File: src/rtl/pipelined_adder_tree_pkg.sv
// Sizing helpers, legal depth range and per-stage sideband for the pipelined adder tree.
// Pure declarations, no logic: shared by the tree levels and the top.
package pipelined_adder_tree_pkg;

   localparam int LEVELS_MIN = 1;
   localparam int LEVELS_MAX = 6;

   typedef struct packed {
      logic vld;
      logic last;
   } meta_t;

   function automatic int n_in(input int levels);
      return 1 << levels;
   endfunction

   function automatic int out_w(input int width, input int levels,
                                input int accumulate, input int acc_bits);
      return width + levels + ((accumulate != 0) ? acc_bits : 0);
   endfunction

endpackage

File: src/rtl/adder_tree_level.sv
// One registered pairwise-add tree level, 1 cycle; valid/last ride alongside the sums.
// Holds everything while en=0, so the global stall freezes the level in place.
module adder_tree_level
   import pipelined_adder_tree_pkg::*;
#(
   parameter int IN_W    = 8,
   parameter int N_PAIRS = 4,
   parameter int SIGNED  = 0
) (
   input  logic                        clk,
   input  logic                        rst,
   input  logic                        en,
   input  logic [2*N_PAIRS*IN_W-1:0]   in_dat,
   input  meta_t                       in_meta,
   output logic [N_PAIRS*(IN_W+1)-1:0] out_dat,
   output meta_t                       out_meta
);

   localparam int SUM_W = IN_W + 1;

   logic [N_PAIRS*SUM_W-1:0] sum_dat;

   for (genvar p = 0; p < N_PAIRS; p++) begin : g_pair
      logic [IN_W-1:0]  a;
      logic [IN_W-1:0]  b;
      logic [SUM_W-1:0] a_ext;
      logic [SUM_W-1:0] b_ext;

      assign a = in_dat[(2*p)*IN_W +: IN_W];
      assign b = in_dat[(2*p+1)*IN_W +: IN_W];
      // One extra bit per level is enough: the sum of two IN_W values never overflows it.
      assign a_ext = {(SIGNED != 0) & a[IN_W-1], a};
      assign b_ext = {(SIGNED != 0) & b[IN_W-1], b};
      assign sum_dat[p*SUM_W +: SUM_W] = a_ext + b_ext;
   end

   always_ff @(posedge clk or posedge rst) begin
      if (rst) begin
         out_dat  <= '0;
         out_meta <= '0;
      end else if (en) begin
         out_dat  <= sum_dat;
         out_meta <= in_meta;
      end
   end

endmodule

File: src/rtl/pipelined_adder_tree.sv
// Pipelined 2^LEVELS-input adder tree, optional frame accumulation; latency LEVELS+1 (+1 when accumulating).
// Single global stall: every stage advances only when the output register is empty or being drained.
module pipelined_adder_tree
   import pipelined_adder_tree_pkg::*;
#(
   parameter int WIDTH      = 8,
   parameter int LEVELS     = 3,
   parameter int SIGNED     = 0,
   parameter int ACCUMULATE = 0,
   parameter int ACC_BITS   = 8
) (
   input  logic                                              clk,
   input  logic                                              rst,
   input  logic [n_in(LEVELS)*WIDTH-1:0]                     in_data,
   input  logic                                              in_valid,
   input  logic                                              in_last,
   output logic                                              in_ready,
   output logic [out_w(WIDTH,LEVELS,ACCUMULATE,ACC_BITS)-1:0] out_data,
   output logic                                              out_valid,
   input  logic                                              out_ready
);

   localparam int N_IN  = n_in(LEVELS);
   localparam int SUM_W = WIDTH + LEVELS;
   localparam int OUT_W = out_w(WIDTH, LEVELS, ACCUMULATE, ACC_BITS);

   if (LEVELS < LEVELS_MIN || LEVELS > LEVELS_MAX) begin : g_bad_levels
      $error("pipelined_adder_tree: LEVELS out of supported range");
   end

   logic              adv;
   logic [N_IN*WIDTH-1:0] s0_dat;
   meta_t             s0_meta;
   logic [SUM_W-1:0]  tree_dat;
   meta_t             tree_meta;
   logic [OUT_W-1:0]  tree_ext;
   logic [OUT_W-1:0]  res_dat;
   logic              res_vld;

   assign adv      = ~out_valid | out_ready;
   assign in_ready = adv;

   // Stage 0: operand register; a beat is accepted exactly when it is captured here.
   always_ff @(posedge clk or posedge rst) begin
      if (rst) begin
         s0_dat  <= '0;
         s0_meta <= '0;
      end else if (adv) begin
         s0_dat  <= in_data;
         s0_meta <= '{vld: in_valid, last: in_last && (ACCUMULATE != 0)};
      end
   end

   for (genvar l = 1; l <= LEVELS; l++) begin : g_lvl
      localparam int IN_W = WIDTH + l - 1;
      localparam int NP   = N_IN >> l;

      logic [2*NP*IN_W-1:0]   src_dat;
      meta_t                  src_meta;
      logic [NP*(IN_W+1)-1:0] dst_dat;
      meta_t                  dst_meta;

      if (l == 1) begin : g_first
         assign src_dat  = s0_dat;
         assign src_meta = s0_meta;
      end else begin : g_next
         assign src_dat  = g_lvl[l-1].dst_dat;
         assign src_meta = g_lvl[l-1].dst_meta;
      end

      adder_tree_level #(
         .IN_W    (IN_W),
         .N_PAIRS (NP),
         .SIGNED  (SIGNED)
      ) u_level (
         .clk      (clk),
         .rst      (rst),
         .en       (adv),
         .in_dat   (src_dat),
         .in_meta  (src_meta),
         .out_dat  (dst_dat),
         .out_meta (dst_meta)
      );
   end

   assign tree_dat  = g_lvl[LEVELS].dst_dat;
   assign tree_meta = g_lvl[LEVELS].dst_meta;

   if (SIGNED != 0) begin : g_ext_s
      assign tree_ext = OUT_W'($signed(tree_dat));
   end else begin : g_ext_u
      assign tree_ext = OUT_W'(tree_dat);
   end

   if (ACCUMULATE != 0) begin : g_acc
      logic [OUT_W-1:0] acc_dat;
      logic             acc_done;
      logic             frame_start;

      // acc_done flags that acc_dat holds a finished frame; the output stage takes it
      // on the same edge that a following beat may already restart the accumulator.
      always_ff @(posedge clk or posedge rst) begin
         if (rst) begin
            acc_dat     <= '0;
            acc_done    <= 1'b0;
            frame_start <= 1'b1;
         end else if (adv) begin
            acc_done <= tree_meta.vld & tree_meta.last;
            if (tree_meta.vld) begin
               acc_dat     <= (frame_start ? '0 : acc_dat) + tree_ext;
               frame_start <= tree_meta.last;
            end
         end
      end

      assign res_dat = acc_dat;
      assign res_vld = acc_done;
   end else begin : g_noacc
      logic unused_last;

      assign unused_last = tree_meta.last;
      assign res_dat     = tree_ext;
      assign res_vld     = tree_meta.vld;
   end

   // Output register: data only moves with a valid result so it holds across bubbles.
   always_ff @(posedge clk or posedge rst) begin
      if (rst) begin
         out_valid <= 1'b0;
         out_data  <= '0;
      end else if (adv) begin
         out_valid <= res_vld;
         if (res_vld) begin
            out_data <= res_dat;
         end
      end
   end

endmodule

File: config.mk
export PLATFORM = sky130hd
export DESIGN_NAME = pipelined_adder_tree
export DESIGN_NICKNAME = d
export VERILOG_FILES = /design/src/rtl/pipelined_adder_tree_pkg.sv /design/src/rtl/adder_tree_level.sv /design/src/rtl/pipelined_adder_tree.sv
export SDC_FILE = /design/constraint.sdc
export NUM_CORES = 1
export LEC_CHECK = 0
export ABC_AREA = 1
export BUFFER_PORTS_ARGS = -buffer_cell sky130_fd_sc_hd__buf_2
export CAP_MARGIN = 20
export CORE_ASPECT_RATIO = 1.5
export CORE_MARGIN = 1
export CORE_UTILIZATION = 39
export DETAILED_ROUTE_END_ITERATION = 8
export PLACE_DENSITY = 0.68
export SYNTH_ARGS = -nofsm -noshare
export SYNTH_HDL_FRONTEND = slang
export SYNTH_SLANG_ARGS = --single-unit
File: constraint.sdc
create_clock -name clk -period 5.6 [get_ports clk]
set_input_delay 1.4 -clock clk [delete_from_list [all_inputs] [get_ports clk]]
set_output_delay 1.4 -clock clk [all_outputs]
set_load 0.005 [all_outputs]
### Word level (Yosys, flattened, before mapping)

Index checks and enable logic that the tools add are counted.

* bits in registers: 147
* bits in latches: 0
* bits in writable memories: 0
* ROM bits: 0
* output and inout bits: 13
* logic and storage cells: 20
* memories: 0

* add/sub/neg operators: 7
* $mul: 0
* divide/modulo/power cells: 0
* $lt $le $gt $ge: 0
* equality and inequality tests: 0
* shift operators: 0
* muxes and demuxes: 0
* bitwise logic cells: 2
* reduce and logical (&&, ||, !) cells: 1

Operator list (count)
* 8-bit by 8-bit adder with 9-bit output: 4
* 9-bit by 9-bit adder with 10-bit output: 2
* 10-bit by 10-bit adder with 11-bit output: 1
* 2-bit AND reduction: 1
* 1-bit inverter: 1
* 1-bit bitwise OR: 1

### Depth between registers and ports, before layout

Gate-level depths: netlist (run 1).

* depth in word-level cells: 3
* mapped depth: 10

### By module

From an unflattened synthesis (run 1), not the netlist that was laid out.

* cell total of the unflattened synthesis: 1089
* area total of the unflattened synthesis: 8483.1 µm²

By module, submodules not included
* pipelined_adder_tree: times used 1, cells an instance 335, area an instance 3035.4 µm², sequential area each 1926.8 µm²
* adder_tree_level at g_lvl[1].u_level: times used 1, cells an instance 385, area an instance 2765.2 µm², sequential area each 950.9 µm²
* adder_tree_level at g_lvl[2].u_level: times used 1, cells an instance 237, area an instance 1721.7 µm², sequential area each 550.5 µm²
* adder_tree_level at g_lvl[3].u_level: times used 1, cells an instance 132, area an instance 960.9 µm², sequential area each 325.3 µm²

### Worst setup path after synthesis (run 1)

Ideal clock, no wire load.

* path kind: input to output
* start: input out_ready
* end: output in_ready
* arrival time: 1921 ps
* required time: 4200 ps
* setup slack: 2279 ps
* stages on the path: 4
* buffers on the path: 2
* cell sequence: nor2_4 inv_2 buf_2 buf_2

* cells in the longest elaborated chain, start to end: 1

Ends and longest elaborated chain
* start: declaration: line pipelined_adder_tree.sv:20 `input logic out_ready`
* 1-bit bitwise OR: line pipelined_adder_tree.sv:40 `assign adv = ~out_valid | out_ready;`
* end: declaration: line pipelined_adder_tree.sv:17 `output logic in_ready,`

No other way between the ends.

### Worst setup path after layout (run 1)

Same ends and word-level chain as after synthesis.

==> key figures, run 1 <==
Clock tree
  – Clock Tree Buf Depth: 2
  – Root buffer cell: clkbuf_16
  – Hold-fix buffers, CTS: 0
  – H-tree depth reported by CTS: 4
  – Post_cts resized: 0
  – Setup bufs post-CTS: 0
  – Worst skew pair latency: 0.43 ns
  – TritonCTS clock tree: done
  – Clk sinks: 147
  – Worst-path clk slew: 0.06 ns
  – Clock buffer count from CTS: 17

Global routing
  – Pin count of the biggest net entering global routing: 105
  – GRT Util Overall: 16.34%
  – Initial antenna violation count: 0
  – Grt ovf: 0
  – First-pass GRT wire length: 27.39 mm
  – Number of global-route vias before repair: 6166

Yosys
  – Syn_area_per_cell: 8.078 um^2
  – Synth cell types: 32
  – Mapped cell area: 0.007893 mm^2
  – Synth Instances: 977
  – Yosys reg bits: 147
  – Yosys warns: 0
  – Post-Syn Nets: 1113
  – Seq/Total Area, Yosys: 46.61%

Detailed routing
  – ANT nets after route: 0
  – First-pass DRT Iterations: 4
  – Via count of the routed design: 6315
  – Total Routed Length: 15.65 mm
  – # DRC: 0
  – Via density: 4.777
  – Wire length per cell: 11.84 um
  – Initial DRC count: 202

Worst setup path
  – CP arrival: 2.75 ns
  – Setup CP Type: primary input to primary output
  – CP Cell Sequence: buf_2, nor2_4, inv_4, buf_2
  – Critical Path Start Type: primary input
  – Crit path capture type: primary output
  – Worst path most repeated cell: buf_2
  – Crit-path max FO: 52
  – Slowest CP cell: nor2_4
  – CP max stage delay: 0.59 ns
  – Worst EP required: 4.20 ns

Floorplan
  – Rows: 63
  – I/O pin cnt: 82
  – Initial Utilization: 39.89%
  – Height of the chip: 176.2 um
  – Die X: 118.2 um
  – Die area: 0.02082 mm^2
  – Core footprint: 0.01979 mm^2

Run
  – Max-cap viol count: 0

STA
  – Final hold slack: 0.4746 ns
  – RSZ-0062 raised after global routing: false
  – Clock period minus worst slack: 4.152 ns
  – Worst clock skew: 0.007874 ns
  – Post-route setup TNS: 0 ns
  – Endpoints failing setup: 0
  – Worst-Margin Slew: 1.044 ns
  – Fin. max-slew vios: 0
  – Final Hold Fails: 0
  – Maximum clock rate: 240.9 MHz
  – Fin crit share: 74.14%
  – Max_slew headroom: 30.43%

Power and ir drop
  – Power Density: 615.4 mW/mm^2
  – Maximum VDD drop: 0.0002158 V
  – Overall Power: 5605 uW
  – P_leak: 0.004842 uW

Cells and area
  – Ant. Diodes: 0
  – Most frequent cells in the layout: nand2_1 (430), dfrtp_1 (147), buf_2 (80), nand3_1 (69), inv_1 (61)
  – Layout net count: 1186
  – Commonest non-fill, non-tap cell in the layout: nand2_1
  – Final Util: 46.03%
  – Share of post-route cells with drive strength above 1: 12.43%
  – Syn-to-layout area delta: 15.39%

Place
  – DP Wirelength: 10.81 mm
  – Input/output buffers: 80
  – GP Congestion: 0.7823

Outcome
  – Status: finished clean

Hold path
  – HP Class: register to register
-- final timing paths --
check                                               endpoint  slack (ns)  cells past startpoint                          from
worst max-delay path                                in_ready        1.45                      4                     out_ready
worst min-delay path            g_lvl[2].u_level.out_meta[1]        0.47                      2  g_lvl[1].u_level.out_meta[1]
worst max register to register  g_lvl[1].u_level.out_dat[11]        3.24                      6                     out_valid
worst min register to register  g_lvl[2].u_level.out_meta[1]        0.47                      2  g_lvl[1].u_level.out_meta[1]
max in group asynchronous               g_lvl[1].src_dat[48]        3.49                      3                           rst
min in group asynchronous                g_lvl[1].src_dat[0]        1.09                      2                           rst
-- per-stage QoR --
| step | cell area, um^2 | setup WS, ns | cells |
|---|---|---|---|
| 2_1_floorplan | 7893 | 0.2487 | 977 |
| 3_3_place_gp | 8508 | 1.409 | 1291 |
| 3_5_place_dp | 8508 | 1.403 | 1291 |
| 4_1_cts | 9107 | 1.409 | 1322 |
| 5_1_grt | 9107 | 1.281 | 1322 |
| 6_report | 9107 | 1.448 | 1322 |
-- cells in the mapped netlist --
cell type,instances,area (um^2)
a211oi_1,7,52.55
o21ai_1,6,30.03
ha_1,60,750.7
fa_1,7,140.1
nand2_1,430,1614
o22ai_1,1,6.260
o21bai_1,1,7.510
buf_1,1,3.750
clkbuf_1,6,22.52
nand3b_1,6,45.04
buf_6,1,11.26
mux2_2,4,45.04
o21ai_0,23,115.1
or2_2,6,37.54
a21o_1,2,15.01
xor2_1,2,17.52
mux2_1,5,56.30
a31oi_1,9,56.30
xnor2_1,3,26.28
nand4_1,7,43.79
o21a_1,6,45.04
nand2_2,1,6.260
nand3_1,69,345.3
dfrtp_1,147,3679
nor2_4,1,11.26
a31o_2,2,17.52
buf_2,22,110.1
nor2_1,43,161.4
a21oi_1,35,175.2
inv_2,1,3.750
o21ai_2,1,8.760
inv_1,62,232.7
-- worst max-delay path: cells and delay by family --
family / cells / cell delay [ns]
AND/OR/NAND/NOR: 1 / 0.59
buffers and inverters: 3 / 0.73
-- layout make-up --
type	instances	area, um^2
flip-flops and latches	147	3679
repair buffers	84	430.4
inverters	63	244.0
clock buffers	18	439.2
fillers	1988	10680
well taps	260	325.3
clock inverters	13	160.2
multi-input cells	737	3830
-- power by group --
part           internal [uW]  switching [uW]  leakage, uW
Combinational           1080            1590      0.00281
Sequential              1520             266      0.00174
Clock                    709             445     0.000292
-- cells by family after synthesis --
group | share of synthesized area, %
mux | 1.284
simple gates | 28.69
xor+xnor | 0.5550
flops | 46.61
buf+inv | 4.867
compound gates | 6.706
fa+ha+maj | 11.29
-- metal layers --
layer  wire [um]  track usage [%]  share of wire [%]  up-vias
li1            -                -                  -     3295
met1        6920            18.38                 44     2921
met2        8039            29.75                 51       75
met3         373            3.359                2.4       24
met4         320            6.944                2.0        0
met5           0                0                  0        -
-- sequential cells by signal, summed over array words and instances, names as in the netlist --
| register | cells |
|---|---|
| g_lvl.src_dat | 64 |
| g_lvl.u_level.out_meta | 3 |
| out_data | 11 |
| g_lvl.u_level.out_dat | 67 |
| out_valid | 1 |
| g_lvl.src_meta | 1 |
Note: power is estimated with default switching activity, not from simulation.
==> inputs of run 2 (changes only) <==
- clock period: 5.6 -> 3.7 ns (I/O delays scaled with it)
==> run 2 against run 1 <==
  * First-iteration DRC count fell by 8.4%
  * Core utilization rose by 0.40 points
  * Clock power rose by 63%
  * Wire length fell by 0.47%
  * Die area did not move
  * Setup slack got worse by 0.46 ns
  * Cell count rose by 0.23%
  * Clock skew rose by 0.0024 ns
  * Total power rose by 54%
  * Critical path depth did not move
  * Non-clock buffer count rose by 2
  * Critical path type unchanged
  * Critical endpoint unchanged
  * Largest power group unchanged
  * Highest routed layer unchanged
==> key figures, run 2 (synthesis results as in run 1) <==
STA
  – Fin crit share: 73.27%
  – Clock period minus worst slack: 2.711 ns
  – Maximum clock rate: 368.9 MHz
  – Worst-Margin Slew: 0.6600 ns (-0.3836 ns)
  – RSZ-0062 raised after global routing: false
  – Endpoints failing setup: 0 (unchanged)
  – Max_slew headroom: 56.00% (+26 points)
  – Post-route setup TNS: 0 ns (unchanged)
  – Final Hold Fails: 0 (unchanged)
  – Worst clock skew: 0.01032 ns (+0.002442 ns)
  – Fin. max-slew vios: 0 (unchanged)
  – Worst Slack Setup Final: 0.9890 ns (-0.4592 ns)

Global routing
  – Number of global-route vias before repair: 6037 (-2.1%)
  – Initial antenna violation count: 0 (unchanged)
  – Pin count of the biggest net entering global routing: 83 (-21%)
  – First-pass GRT wire length: 27.22 mm (-0.63%)
  – Grt ovf: 0 (unchanged)
  – GRT Util Overall: 16.14% (-0.19 points)

Cells and area
  – Syn-to-layout area delta: 16.41%
  – Commonest non-fill, non-tap cell in the layout: nand2_1
  – Share of post-route cells with drive strength above 1: 12.58% (+0.15 points)
  – Filler cells: 1955 (-1.7%)
  – Multi-input logic area: 0.003830 mm^2 (unchanged)
  – Most frequent cells in the layout: nand2_1 (430), dfrtp_1 (147), buf_2 (80), nand3_1 (69), inv_1 (61)
  – Most flop-heavy register: g_lvl.u_level.out_dat
  – Number of flip-flops in the largest register: 67 (unchanged)
  – Reg area: 0.003679 mm^2 (unchanged)
  – Layout net count: 1188 (+0.17%)
  – Ant. Diodes: 0 (unchanged)

Hold path
  – Hold Crit Depth: 2 (unchanged)
  – HP Class: register to register

Clock tree
  – Worst skew pair latency: 0.42 ns (about the same)
  – Root buffer cell: clkbuf_16
  – TritonCTS clock tree: done
  – Clock Tree Buf Depth: 2 (unchanged)
  – Clock buffer count from CTS: 17 (unchanged)
  – Hold-fix buffers, CTS: 0 (unchanged)
  – Worst-path clk slew: 0.07 ns (about the same)
  – Clk sinks: 147 (unchanged)
  – Post_cts resized: 0 (unchanged)
  – H-tree depth reported by CTS: 4 (unchanged)
  – Setup bufs post-CTS: 0 (unchanged)

Worst setup path
  – Crit-path max FO: 47 (-9.6%)
  – CP max stage delay: 0.28 ns (-0.31 ns)
  – CP Cell Sequence: buf_2, nor2_4, inv_4, buf_2
  – Slowest CP cell: nor2_4
  – CP arrival: 1.79 ns (-0.96 ns)
  – Worst path most repeated cell: buf_2
  – Crit path capture type: primary output
  – Critical Path Start Type: primary input
  – R2R cell count: 9 (+3)
  – Worst EP required: 2.77 ns (-1.43 ns)
  – Setup CP Type: primary input to primary output

Detailed routing
  – Total Routed Length: 15.58 mm (-0.47%)
  – Via count of the routed design: 6270 (-0.71%)
  – First-pass DRT Iterations: 4 (unchanged)
  – Via density: 4.732 (-0.94%)
  – Initial DRC count: 185 (-8.4%)
  – # DRC: 0 (unchanged)
  – ANT nets after route: 0 (unchanged)
  – Wire length per cell: 11.76 um (-0.70%)

Power and ir drop
  – Maximum VDD drop: 0.0003465 V (+61%)
  – Power Internal: 5091 uW (+54%)
  – P_leak: 0.004867 uW (+0.52%)
  – Share of power burned in the clock network: 21.8% (+1.2 points)
  – Power Density: 937.3 mW/mm^2 (+52%)
  – Comb power frac: 46.8% (-0.7 points)
  – P_sw: 3521 uW (+53%)
  – Register share of total power: 31.5% (-0.4 points)
  – Sw frac: 40.88% (-0.11 points)

Floorplan
  – Die area: 0.02082 mm^2 (unchanged)
  – I/O pin cnt: 82 (unchanged)
  – Core footprint: 0.01979 mm^2 (unchanged)
  – Die X: 118.2 um (unchanged)
  – Height of the chip: 176.2 um (unchanged)
  – Rows: 63 (unchanged)
  – Initial Utilization: 39.89% (unchanged)

Place
  – Input/output buffers: 80 (unchanged)
  – Dpl ws: 0.9843 ns (-0.4186 ns)
  – DP Wirelength: 10.97 mm (+1.5%)
  – GP Congestion: 0.8118 (+3.8%)

Outcome
  – Status: finished clean

Run
  – Max-cap viol count: 0 (unchanged)
## run 2: cell type report
| type | instances | area share, % |
|---|---|---|
| multi-input combinational | 737 | 41.69 |
| sequential | 147 | 40.04 |
| timing repair buffer | 86 | 5.121 |
| clock buffer | 19 | 4.821 |
| tap | 260 | 3.541 |
| inverter | 63 | 2.642 |
| clock inverter | 13 | 2.152 |
## run 2: critical path, delay by kind of cell
kind / cells / cell delay, ns
buffers and inverters: 3 / 0.55
AND/OR/NAND/NOR: 1 / 0.28
## run 2: path summary, 6_finish.rpt
| kind | slack (ns) | to | from |
|---|---|---|---|
| max | 0.99 | in_ready | out_ready |
| min | 0.47 | g_lvl[2].u_level.out_meta[1] | g_lvl[1].u_level.out_meta[1] |
| max reg2reg | 1.77 | g_lvl[2].u_level.out_dat[6] | g_lvl[1].u_level.out_dat[9] |
| min reg2reg | 0.47 | g_lvl[2].u_level.out_meta[1] | g_lvl[1].u_level.out_meta[1] |
| max in group asynchronous | 2.69 | g_lvl[1].u_level.out_dat[27] | rst |
| min in group asynchronous | 0.62 | g_lvl[1].src_dat[8] | rst |
## run 2: layer usage
layer  GRT usage [%]  vias to the layer above  routed length (um)
met5               0                        -                   0
li1                -                     3301                   -
met2           28.82                       79                7927
met3           2.810                       19                 331
met1           19.27                     2871                7029
met4           6.143                        0                 293
## run 2: power by group through the flow
stage               clock, uW  combinational [uW]  sequential (uW)
finish                   1880                4030             2710
CTS                      1920                4080             2720
global placement            0                3940             2730
global route             1980                4740             2800
detailed placement          0                4060             2740
floorplan                   0                3250             2620
## run 2: through the flow
step / area [um^2] / util (%) / hold slack, ns / power, uW / cells
3_5_place_dp: 8547 / 43.20 / 0.4644 / 6797 / 1293
6_report: 9188 / 46.44 / 0.4713 / 8612 / 1325
4_1_cts: 9188 / 46.44 / 0.4806 / 8722 / 1325
5_1_grt: 9188 / 46.44 / 0.4957 / 9511 / 1325
3_3_place_gp: 8547 / 43.20 / 0.4576 / 6671 / 1293
2_1_floorplan: 7896 / - / 0.4420 / 5869 / 977
==> inputs of run 3 (changes only) <==
- clock period: 3.7 -> 2.2 ns (I/O delays scaled with it)
==> run 3 against run 2 <==
  * Wire length shrank 1.2%
  * Design area up 0.41%
  * Count of clock-buffer cells in the layout shrank 1
  * Sequential power grew 68%
  * Critical path depth increased by 5
  * Cell count grew 0.23%
  * Clock power rose by 71%
  * Total power increased by 69%
  * Core utilization increased by 0.19 points
  * Non-clock buffer count grew 3
  * Sequential share of layout area down 0.16 points
  * Largest cell class unchanged
  * Largest power group unchanged
==> key figures, run 3 (synthesis results as in run 1) <==
Cells and area
  – Syn-to-layout area delta: 16.88%
  – Layout net count: 1191 (+0.25%)
  – Ant. Diodes: 0 (unchanged)
  – Final Instance Area: 0.009225 mm^2 (+0.41%)
  – Share of post-route cells with drive strength above 1: 12.83% (+0.25 points)
  – Filler cells: 1933 (-1.1%)
  – Most flop-heavy register: g_lvl.u_level.out_dat
  – Most frequent cells in the layout: nand2_1 (430), dfrtp_1 (147), buf_2 (80), nand3_1 (69), inv_1 (61)
  – Commonest non-fill, non-tap cell in the layout: nand2_1
  – Number of flip-flops in the largest register: 67 (unchanged)

Floorplan
  – Initial Utilization: 39.89% (unchanged)
  – Core footprint: 0.01979 mm^2 (unchanged)
  – Die X: 118.2 um (unchanged)
  – Rows: 63 (unchanged)
  – Die area: 0.02082 mm^2 (unchanged)
  – I/O pin cnt: 82 (unchanged)
  – Height of the chip: 176.2 um (unchanged)

STA
  – Endpoints failing setup: 0 (unchanged)
  – Worst-Margin Slew: 0.5637 ns (-0.09630 ns)
  – Maximum clock rate: 543.8 MHz
  – RSZ-0062 raised after global routing: false
  – Max_slew headroom: 62.42% (+6.4 points)
  – Clock period minus worst slack: 1.839 ns
  – Worst clock skew: 0.01030 ns (-0.00001410 ns)
  – Fin. max-slew vios: 0 (unchanged)
  – Final Hold Fails: 0 (unchanged)
  – Fin crit share: 83.58%
  – Final hold slack: 0.2392 ns (-0.2321 ns)

Detailed routing
  – Wire length per cell: 11.59 um (-1.4%)
  – ANT nets after route: 0 (unchanged)
  – Initial DRC count: 240 (+30%)
  – # DRC: 0 (unchanged)
  – Total Routed Length: 15.40 mm (-1.2%)
  – First-pass DRT Iterations: 4 (unchanged)
  – Via count of the routed design: 6266 (-0.064%)
  – Via density: 4.718 (-0.29%)

Worst setup path
  – CP endpoint: g_lvl[2].u_level.out_dat[8]
  – Worst Setup SP: g_lvl[1].u_level.out_dat[0]
  – CP arrival: 2.14 ns (+0.35 ns)
  – Critical Path Start Type: register
  – Critical R2R Capture: g_lvl[2].u_level.out_dat[8]
  – RR Startpoint: g_lvl[1].u_level.out_dat[0]
  – Crit-path max FO: 4 (-91%)
  – Setup CP Type: register to register
  – Crit path capture type: register
  – Worst EP required: 2.50 ns (-0.27 ns)
  – R2R cell count: 9 (unchanged)
  – R2r setup slk: 0.36 ns (-1.41 ns)

Place
  – Placed instance area: 0.008569 mm^2 (+0.26%)
  – Input/output buffers: 80 (unchanged)
  – DP Wirelength: 11.00 mm (+0.28%)
  – GP Congestion: 0.8245 (+1.6%)

Clock tree
  – Clk sinks: 147 (unchanged)
  – Setup bufs post-CTS: 0 (unchanged)
  – Hold-fix buffers, CTS: 0 (unchanged)
  – Clock buffer count from CTS: 17 (unchanged)
  – Worst-path clk slew: 0.06 ns (about the same)
  – H-tree depth reported by CTS: 4 (unchanged)
  – Root buffer cell: clkbuf_16
  – Worst skew pair latency: 0.42 ns (about the same)
  – TritonCTS clock tree: done
  – Clock Tree Buf Depth: 2 (unchanged)
  – Post_cts resized: 0 (unchanged)

Global routing
  – Initial antenna violation count: 0 (unchanged)
  – GRT Util Overall: 15.95% (-0.19 points)
  – Pin count of the biggest net entering global routing: 98 (+18%)
  – First-pass GRT wire length: 27.15 mm (-0.25%)
  – Grt ovf: 0 (unchanged)
  – Number of global-route vias before repair: 6108 (+1.2%)

Hold path
  – HP Class: primary input to async pin

Run
  – Max-cap viol count: 0 (unchanged)

Power and ir drop
  – Overall Power: 14550 uW (+69%)
  – Maximum VDD drop: 0.0006021 V (+74%)
  – Power Density: 1577 mW/mm^2 (+68%)
  – P_leak: 0.004884 uW (+0.33%)

Outcome
  – Status: finished clean
run 3: per-layer routing:
layer / vias to the layer above / GRT usage [%] / part of all wire, %
met3: 26 / 2.713 / 2.1
li1: 3312 / - / -
met2: 65 / 28.80 / 51
met4: 0 / 6.410 / 2.3
met5: - / 0 / 0
met1: 2863 / 18.69 / 45
run 3: worst min-delay path by stage:
stage                                             from                      endpoint  slack, ns  cells past startpoint
after floorplan            g_lvl[3].u_level.out_dat[6]   g_lvl[3].u_level.out_dat[6]       0.44                      2
after global placement    g_lvl[1].u_level.out_meta[1]  g_lvl[2].u_level.out_meta[1]       0.46                      2
after detailed placement  g_lvl[1].u_level.out_meta[1]  g_lvl[2].u_level.out_meta[1]       0.46                      2
after CTS                                          rst           g_lvl[1].src_dat[0]       0.24                      3
after global routing                               rst           g_lvl[1].src_dat[0]       0.26                      3
final                                              rst           g_lvl[1].src_dat[0]       0.24                      3
run 3: metrics by stage:
| step | setup slack (ns) | std cells | util [%] | TNS [ns] |
|---|---|---|---|---|
| 3_3_place_gp | 0.3772 | 1296 | 43.31 | 0 |
| 5_1_grt | 0.1399 | 1328 | 46.63 | 0 |
| 4_1_cts | 0.3305 | 1328 | 46.63 | 0 |
| 2_1_floorplan | -0.1970 | 977 | - | -28.96 |
| 3_5_place_dp | 0.3454 | 1296 | 43.31 | 0 |
| 6_report | 0.3611 | 1328 | 46.63 | 0 |
run 3: worst max-delay path: stages, from the launching register on:
cell and delay (ns):
dfrtp_1 0.35, ha_1 0.19, inv_1 0.06, fa_1 0.39, o21ai_0 0.35, nand2_1 0.13, nand2_1 0.09, nand2_1 0.05
nand3_1 0.06, nand2_1 0.05
run 3: area by class of cell:
cell class                      count  area (um^2)  area share, %
Multi-Input combinational cell    737         3830          41.52
Sequential cell                   147         3679          39.88
Tap cell                          260        325.3          3.526
Clock buffer                       18        429.2          4.652
Inverter                           63        242.7          2.631
Clock inverter                     14        226.5          2.455
Timing Repair Buffer               89        493.0          5.344
run 3: where the power goes:
| group | switching [uW] | total (uW) | internal, uW |
|---|---|---|---|
| registers | 677 | 4550 | 3880 |
| logic | 4030 | 6780 | 2760 |
| clock network | 1180 | 3210 | 2030 |
| total | 5890 | 14600 | 8660 |
